--- src/rtl/ac_actuator_guard.sv ---
// Relay guard for the AC controller: enforces minimum on/off times, forbids
// direct heat/cool changeover and flags contradictory requests.
module ac_actuator_guard #(
    parameter int unsigned MIN_ON  = 8,
    parameter int unsigned MIN_OFF = 4
) (
    input  logic clk,
    input  logic rst,
    input  logic heating_req,
    input  logic cooling_req,
    output logic heater_on,
    output logic cooler_on,
    output logic lockout,
    output logic fault
);

    localparam logic [15:0] ON_CNT     = 16'(MIN_ON);
    localparam logic [15:0] OFF_RELOAD = 16'(MIN_OFF - 1);

    typedef enum logic [1:0] {
        ST_OFF,
        ST_HEAT,
        ST_COOL
    } state_t;

    state_t      state_q, state_d;
    logic [15:0] cnt_q, cnt_d;
    logic        heater_q, cooler_q, fault_q;

    always_comb begin
        state_d = state_q;
        cnt_d   = cnt_q;
        unique case (state_q)
            ST_OFF: begin
                // Off-timer must expire before either unit may start.
                if (cnt_q != '0) begin
                    cnt_d = cnt_q - 16'd1;
                end else if (heating_req && !cooling_req) begin
                    state_d = ST_HEAT;
                    cnt_d   = 16'd1;
                end else if (cooling_req && !heating_req) begin
                    state_d = ST_COOL;
                    cnt_d   = 16'd1;
                end
            end
            ST_HEAT: begin
                if (cnt_q != ON_CNT) begin
                    cnt_d = cnt_q + 16'd1;
                end else if (!heating_req || cooling_req) begin
                    state_d = ST_OFF;
                    cnt_d   = OFF_RELOAD;
                end
            end
            ST_COOL: begin
                if (cnt_q != ON_CNT) begin
                    cnt_d = cnt_q + 16'd1;
                end else if (!cooling_req || heating_req) begin
                    state_d = ST_OFF;
                    cnt_d   = OFF_RELOAD;
                end
            end
            default: begin
                state_d = ST_OFF;
                cnt_d   = '0;
            end
        endcase
    end

    // Relay drives are registered from the next state so they switch cleanly
    // on the same edge as the state register.
    always_ff @(posedge clk) begin
        if (rst) begin
            state_q  <= ST_OFF;
            cnt_q    <= '0;
            heater_q <= 1'b0;
            cooler_q <= 1'b0;
            fault_q  <= 1'b0;
        end else begin
            state_q  <= state_d;
            cnt_q    <= cnt_d;
            heater_q <= (state_d == ST_HEAT);
            cooler_q <= (state_d == ST_COOL);
            fault_q  <= heating_req & cooling_req;
        end
    end

    assign heater_on = heater_q;
    assign cooler_on = cooler_q;
    assign fault     = fault_q;
    assign lockout   = (state_q == ST_OFF) && (cnt_q != '0);

endmodule
--- config.mk ---
export PLATFORM = sky130hd
export DESIGN_NAME = ac_actuator_guard
export DESIGN_NICKNAME = d
export VERILOG_FILES = /design/src/rtl/ac_actuator_guard.sv
export SDC_FILE = /design/constraint.sdc
export NUM_CORES = 1
export LEC_CHECK = 0
export CAP_MARGIN = 20
export CORE_UTILIZATION = 60
export CTS_CLUSTER_DIAMETER = 120
export DETAILED_ROUTE_END_ITERATION = 8
export PLACE_DENSITY = 0.8
export RECOVER_POWER = 100
export SLEW_MARGIN = 20
export SYNTH_ARGS = -nofsm -noshare
export SYNTH_HDL_FRONTEND = slang
export SYNTH_SLANG_ARGS = --single-unit
--- constraint.sdc ---
create_clock -name clk -period 5.62 [get_ports clk]
set_input_delay 1.124 -clock clk [delete_from_list [all_inputs] [get_ports clk]]
set_output_delay 1.124 -clock clk [all_outputs]
set_load 0.02 [all_outputs]
; Word-level counts from Yosys, hierarchy flattened
; Cells that the tools add are included.
[word_totals]
regBits = 21
latchBits = 0
ramBits = 0
romBits = 0
in_bits = 4
output_inout_bits = 4
elab_cells = 42
memories = 0
[op_classes]
add_sub_neg = 2
mul = 0
div = 0
n_lt_le_gt_ge = 0
n_eq_ne = 8
n_shift = 0
n_mux = 16
n_bitwise = 1
n_reduce_logical = 10
[ops]
columns = operator, count
row1 = two-way mux 16 bit, 7
row2 = case mux 16 bit (3 select lines), 1
row3 = adder 16 x 1 -> 16 bit (second input constant), 1
row4 = inequality test 16 x 4 -> 1 bit (second input constant), 1
row5 = nonzero test 16 bit, 1
row6 = subtractor 16 x 1 -> 16 bit (second input constant), 1
row7 = two-way mux 2 bit, 7
row8 = inequality test 3 bit (second input constant), 2
row9 = case mux 2 bit (3 select lines), 1
row10 = equality test 2 x 1 -> 1 bit (second input constant), 2
row11 = equality test 2 bit (second input constant), 2
row12 = inequality test 4 bit (second input constant), 1
row13 = logical AND 1 bit, 3
row14 = AND reduction 3 bit, 1
row15 = zero test 1 bit, 2
row16 = zero test 2 bit, 1
row17 = logical OR 1 bit, 2
row18 = AND 1 bit, 1

; Depth between registers and ports, before layout
[depth]
word_depth = 7
depth_mapped = 10
ltp_nobuf = 8

; Worst setup path before layout
; OpenSTA, ideal clock, no wires.
[synth_path]
path_type = register -> output
start = reg cnt_q[0]
end = out lockout
t_arrival_ns = 2.127
required_time_ns = 4.496
slack_ns = 2.369
stages_incl_launch_ff = 9
path_buffers = 2
path_cell_list = dfxtp_1 clkbuf_1 inv_1 ha_1 or3b_2 or4_4 o21ai_4 inv_2 buf_6
[synth_between]
elab_chain_cells = 2
[synth_rtl]
columns = element, line
row1 = from (decl), 27  ; logic [15:0] cnt_q, cnt_d;
row2 = from (signal assigned), 80  ; cnt_q <= cnt_d;
row3 = nonzero test 16 bit, 90  ; assign lockout = (state_q == ST_OFF) && (cnt_q != '0);
row4 = logical AND 1 bit, 90
row5 = to (decl), 13  ; output logic lockout,
; Every way passes these cells.

; Worst setup path after layout
; Same ends and word-level chain as after synthesis.

==> results.ini <==
[run_status]
outcome = finished, final reports clean

[clock_tree]
cts_max_level = 1
cts.sinks = 21
clk_latency_ns = 0.31
cts_tree = built
cts-root-buf = clkbuf_4
cts_buffers = 3
clk_pin_slew_ns = 0.11
cts-hold-fix-buffers = 0
cts-resized-gates = 0
clock_path_buffers = 2
post_cts_buffers = 0

[logic_synthesis]
synthArstFlopShare_pct = 0
syn_area_mm2 = 0.001698
ys_seq_area_share_pct = 24.76
synth_cells = 210
syn_area_per_cell_um2 = 8.085
synth_edf_count = 0
ys_types = 56
synth_fp_nets = 221
ys_warn_count = 0
synth_seq_cells = 21
synth_ff_type = dfxtp_1

[grt]
grt_pass1_wl_um = 6492
groute.usage.overall_pct = 29.55
grt_overflow = 0
grt_max_degree = 19
grt_pass1_vias = 1452
antenna_found_initial = 0

[critical_path]
cp_cell_sequence = inv_1, ha_1, or3b_2, or4_4, o21ai_4, inv_2, clkdlybuf4s50_1
crit_type = reg -> out
crit_path_end_kind = output port
slowest_stage = clkdlybuf4s50_1
path_buf_inv = 3
cpPeakStageDelay_ns = 0.59
arrival_ns = 3.25
critPathMaxFanout = 15
critPathLaunchType = flip-flop
path_delay_family = simple AND/OR/NAND/NOR gates
worstPathRequired_ns = 4.50

[drt]
drc_errors = 0
drt-pass1-iter-count = 5
via_count = 1680
drtIter0Drc = 50
routed_wirelength_um = 3974
drt.antenna.violating_nets = 0
post_drt_wl_per_cell_um = 16.77
viasPerCell = 7.089

[timing]
fin_skew_ns = 0.01450
rsz0062_at_grt = false
max_slew_margin_pct = 10.20
worst_pin_slew_ns = 1.335
timing.final.crit_share_pct = 77.82
fin_setup_tns_ns = 0
fmax_mhz = 228.6
finalMaxSlewViolations = 0
post-route-min-period_ns = 4.374
setup_violations = 0
finalHoldViolCount = 0

[power]
sw_frac_of_total_pct = 49.96
switchingPower_mw = 0.5117
vdd_drop_max_mv = 0.3813
seq_power_share_pct = 29.4
p_comb_share_pct = 63.1
leakage_nw = 0.6504
pwr_density_cell_mw_per_mm2 = 584.7
p_int_mw = 0.5126
clkPwrFrac_pct = 7.5

[finish]
fin_cells = 237
layout-drive-gt1-share_pct = 9.662
syn_to_final_growth_pct = 3.169
diodes = 0
fin_nets = 219
fill_cells = 227

[floorplan]
core_mm2 = 0.002567
row_count = 18
die_area_mm2 = 0.003046
die_w_um = 55.20
io_pins = 8
die_height_um = 55.20
start_util_pct = 66.13

[worst_hold_path]
hold_class = reg -> reg

[placement]
globalplace.congestion = 0.9094
io_buffers = 7
dp.cells = 233
place_hpwl_um = 2855

[run]
maxCapViolCount = 0

==> Yosys cell counts, types with 3 or more instances <==
master / count / share of area (%)
and3_1: 4 / 1.5
or4_1: 3 / 1.3
dfxtp_1: 21 / 25
ha_1: 7 / 5.2
nand3_1: 8 / 2.4
nor3b_1: 3 / 1.3
clkbuf_1: 11 / 2.4
o221a_2: 5 / 3.3
o221ai_1: 3 / 1.5
nand4_1: 4 / 1.5
a21oi_1: 10 / 2.9
inv_1: 11 / 2.4
a221oi_1: 6 / 3.1
o22ai_1: 3 / 1.1
nor3_1: 8 / 2.4
a22oi_1: 3 / 1.3
nor2_1: 14 / 3.1
o21ai_0: 8 / 2.4
nor2b_1: 3 / 1.1
and2_1: 5 / 1.8
nand2_1: 14 / 3.1
a221oi_2: 4 / 3.5
and4_1: 5 / 2.6
==> routing by layer <==
metal	routed length (um)	vias to the layer above	GRT usage [%]
met1	1793	801	37.34
li1	-	814	-
met3	220	6	6.011
met4	42	0	6.250
met5	0	-	0
met2	1917	59	51.41
==> cell type report <==
class	count	area [um2]	area share [%]
multi-input cells	162	1145	65.36
flip-flops and latches	21	420.4	24.00
repair buffers	8	77.57	4.429
inverters	12	45.04	2.571
well taps	30	37.54	2.143
clock buffers	4	26.28	1.500
==> through the flow <==
step	power [mW]	util (%)	cell area, um2	hold WS, ns	worst slack, ns
5_1_grt	1.113	68.23	1752	0.5916	1.085
3_3_place_gp	0.9392	67.64	1737	0.5376	1.652
6_report	1.024	68.23	1752	0.5723	1.246
4_1_cts	1.037	68.66	1763	0.5643	1.203
3_5_place_dp	0.9559	67.64	1737	0.5380	1.579
2_1_floorplan	0.8395	-	1698	0.4589	2.369
==> power groups by stage <==
| stage | sequential [mW] | clock [mW] | combinational, mW |
|---|---|---|---|
| 2_1_floorplan | 0.245 | 0 | 0.594 |
| 3_3_place_gp | 0.296 | 0 | 0.643 |
| 3_5_place_dp | 0.301 | 0 | 0.655 |
| 4_1_cts | 0.297 | 0.0810 | 0.659 |
| 5_1_grt | 0.313 | 0.0838 | 0.716 |
| 6_report | 0.301 | 0.0767 | 0.647 |
==> path summary, 6_finish.rpt <==
check	startpoint	endpoint	slack [ns]	depth (start not counted)
max	cnt_q[0]	lockout	1.25	7
min	state_q[0]	state_q[0]	0.57	2
max reg2reg	cnt_q[0]	cnt_q[9]	2.09	7
min reg2reg	state_q[0]	state_q[0]	0.57	2
==> worst reg2reg max path, cell delays in order, from the launching register on <==
cell,delay [ns]
dfxtp_1,0.42
inv_1,0.15
ha_1,0.15
or3b_2,0.47
nor4_1,1.11
o21ai_0,0.39
nand2_1,0.51
and4b_1,0.26
==> flip-flops by register name, summed over array words and instances, names as in the netlist <==
name / cells
heater_on: 1
cooler_on: 1
cnt_q: 16
state_q: 2
fault: 1
==> kinds of logic after synthesis <==
| group | count (synthesis) | synth area share, % |
|---|---|---|
| compound gates | 66 | 31.25 |
| xor+xnor | 2 | 1.032 |
| fa+ha+maj | 7 | 5.158 |
| buf+inv | 27 | 7.148 |
| flops | 21 | 24.76 |
| simple gates | 87 | 30.66 |
==> cells in the final DEF, fill, tap and decap left out, types with 4 or more instances in the layout <==
cell type and n:
dfxtp_1 21, a221oi_2 4, o21ai_0 9, ha_1 7, nand4_1 4, dlygate4sd3_1 4, nand2_1 14, nand3_1 8
nor3_1 8, o221a_2 5, a21oi_1 9, and4_1 5, and3_1 4, and2_1 4, a221oi_1 6, nor2_1 14
inv_1 11
Note: power is estimated with default switching activity, not from simulation.
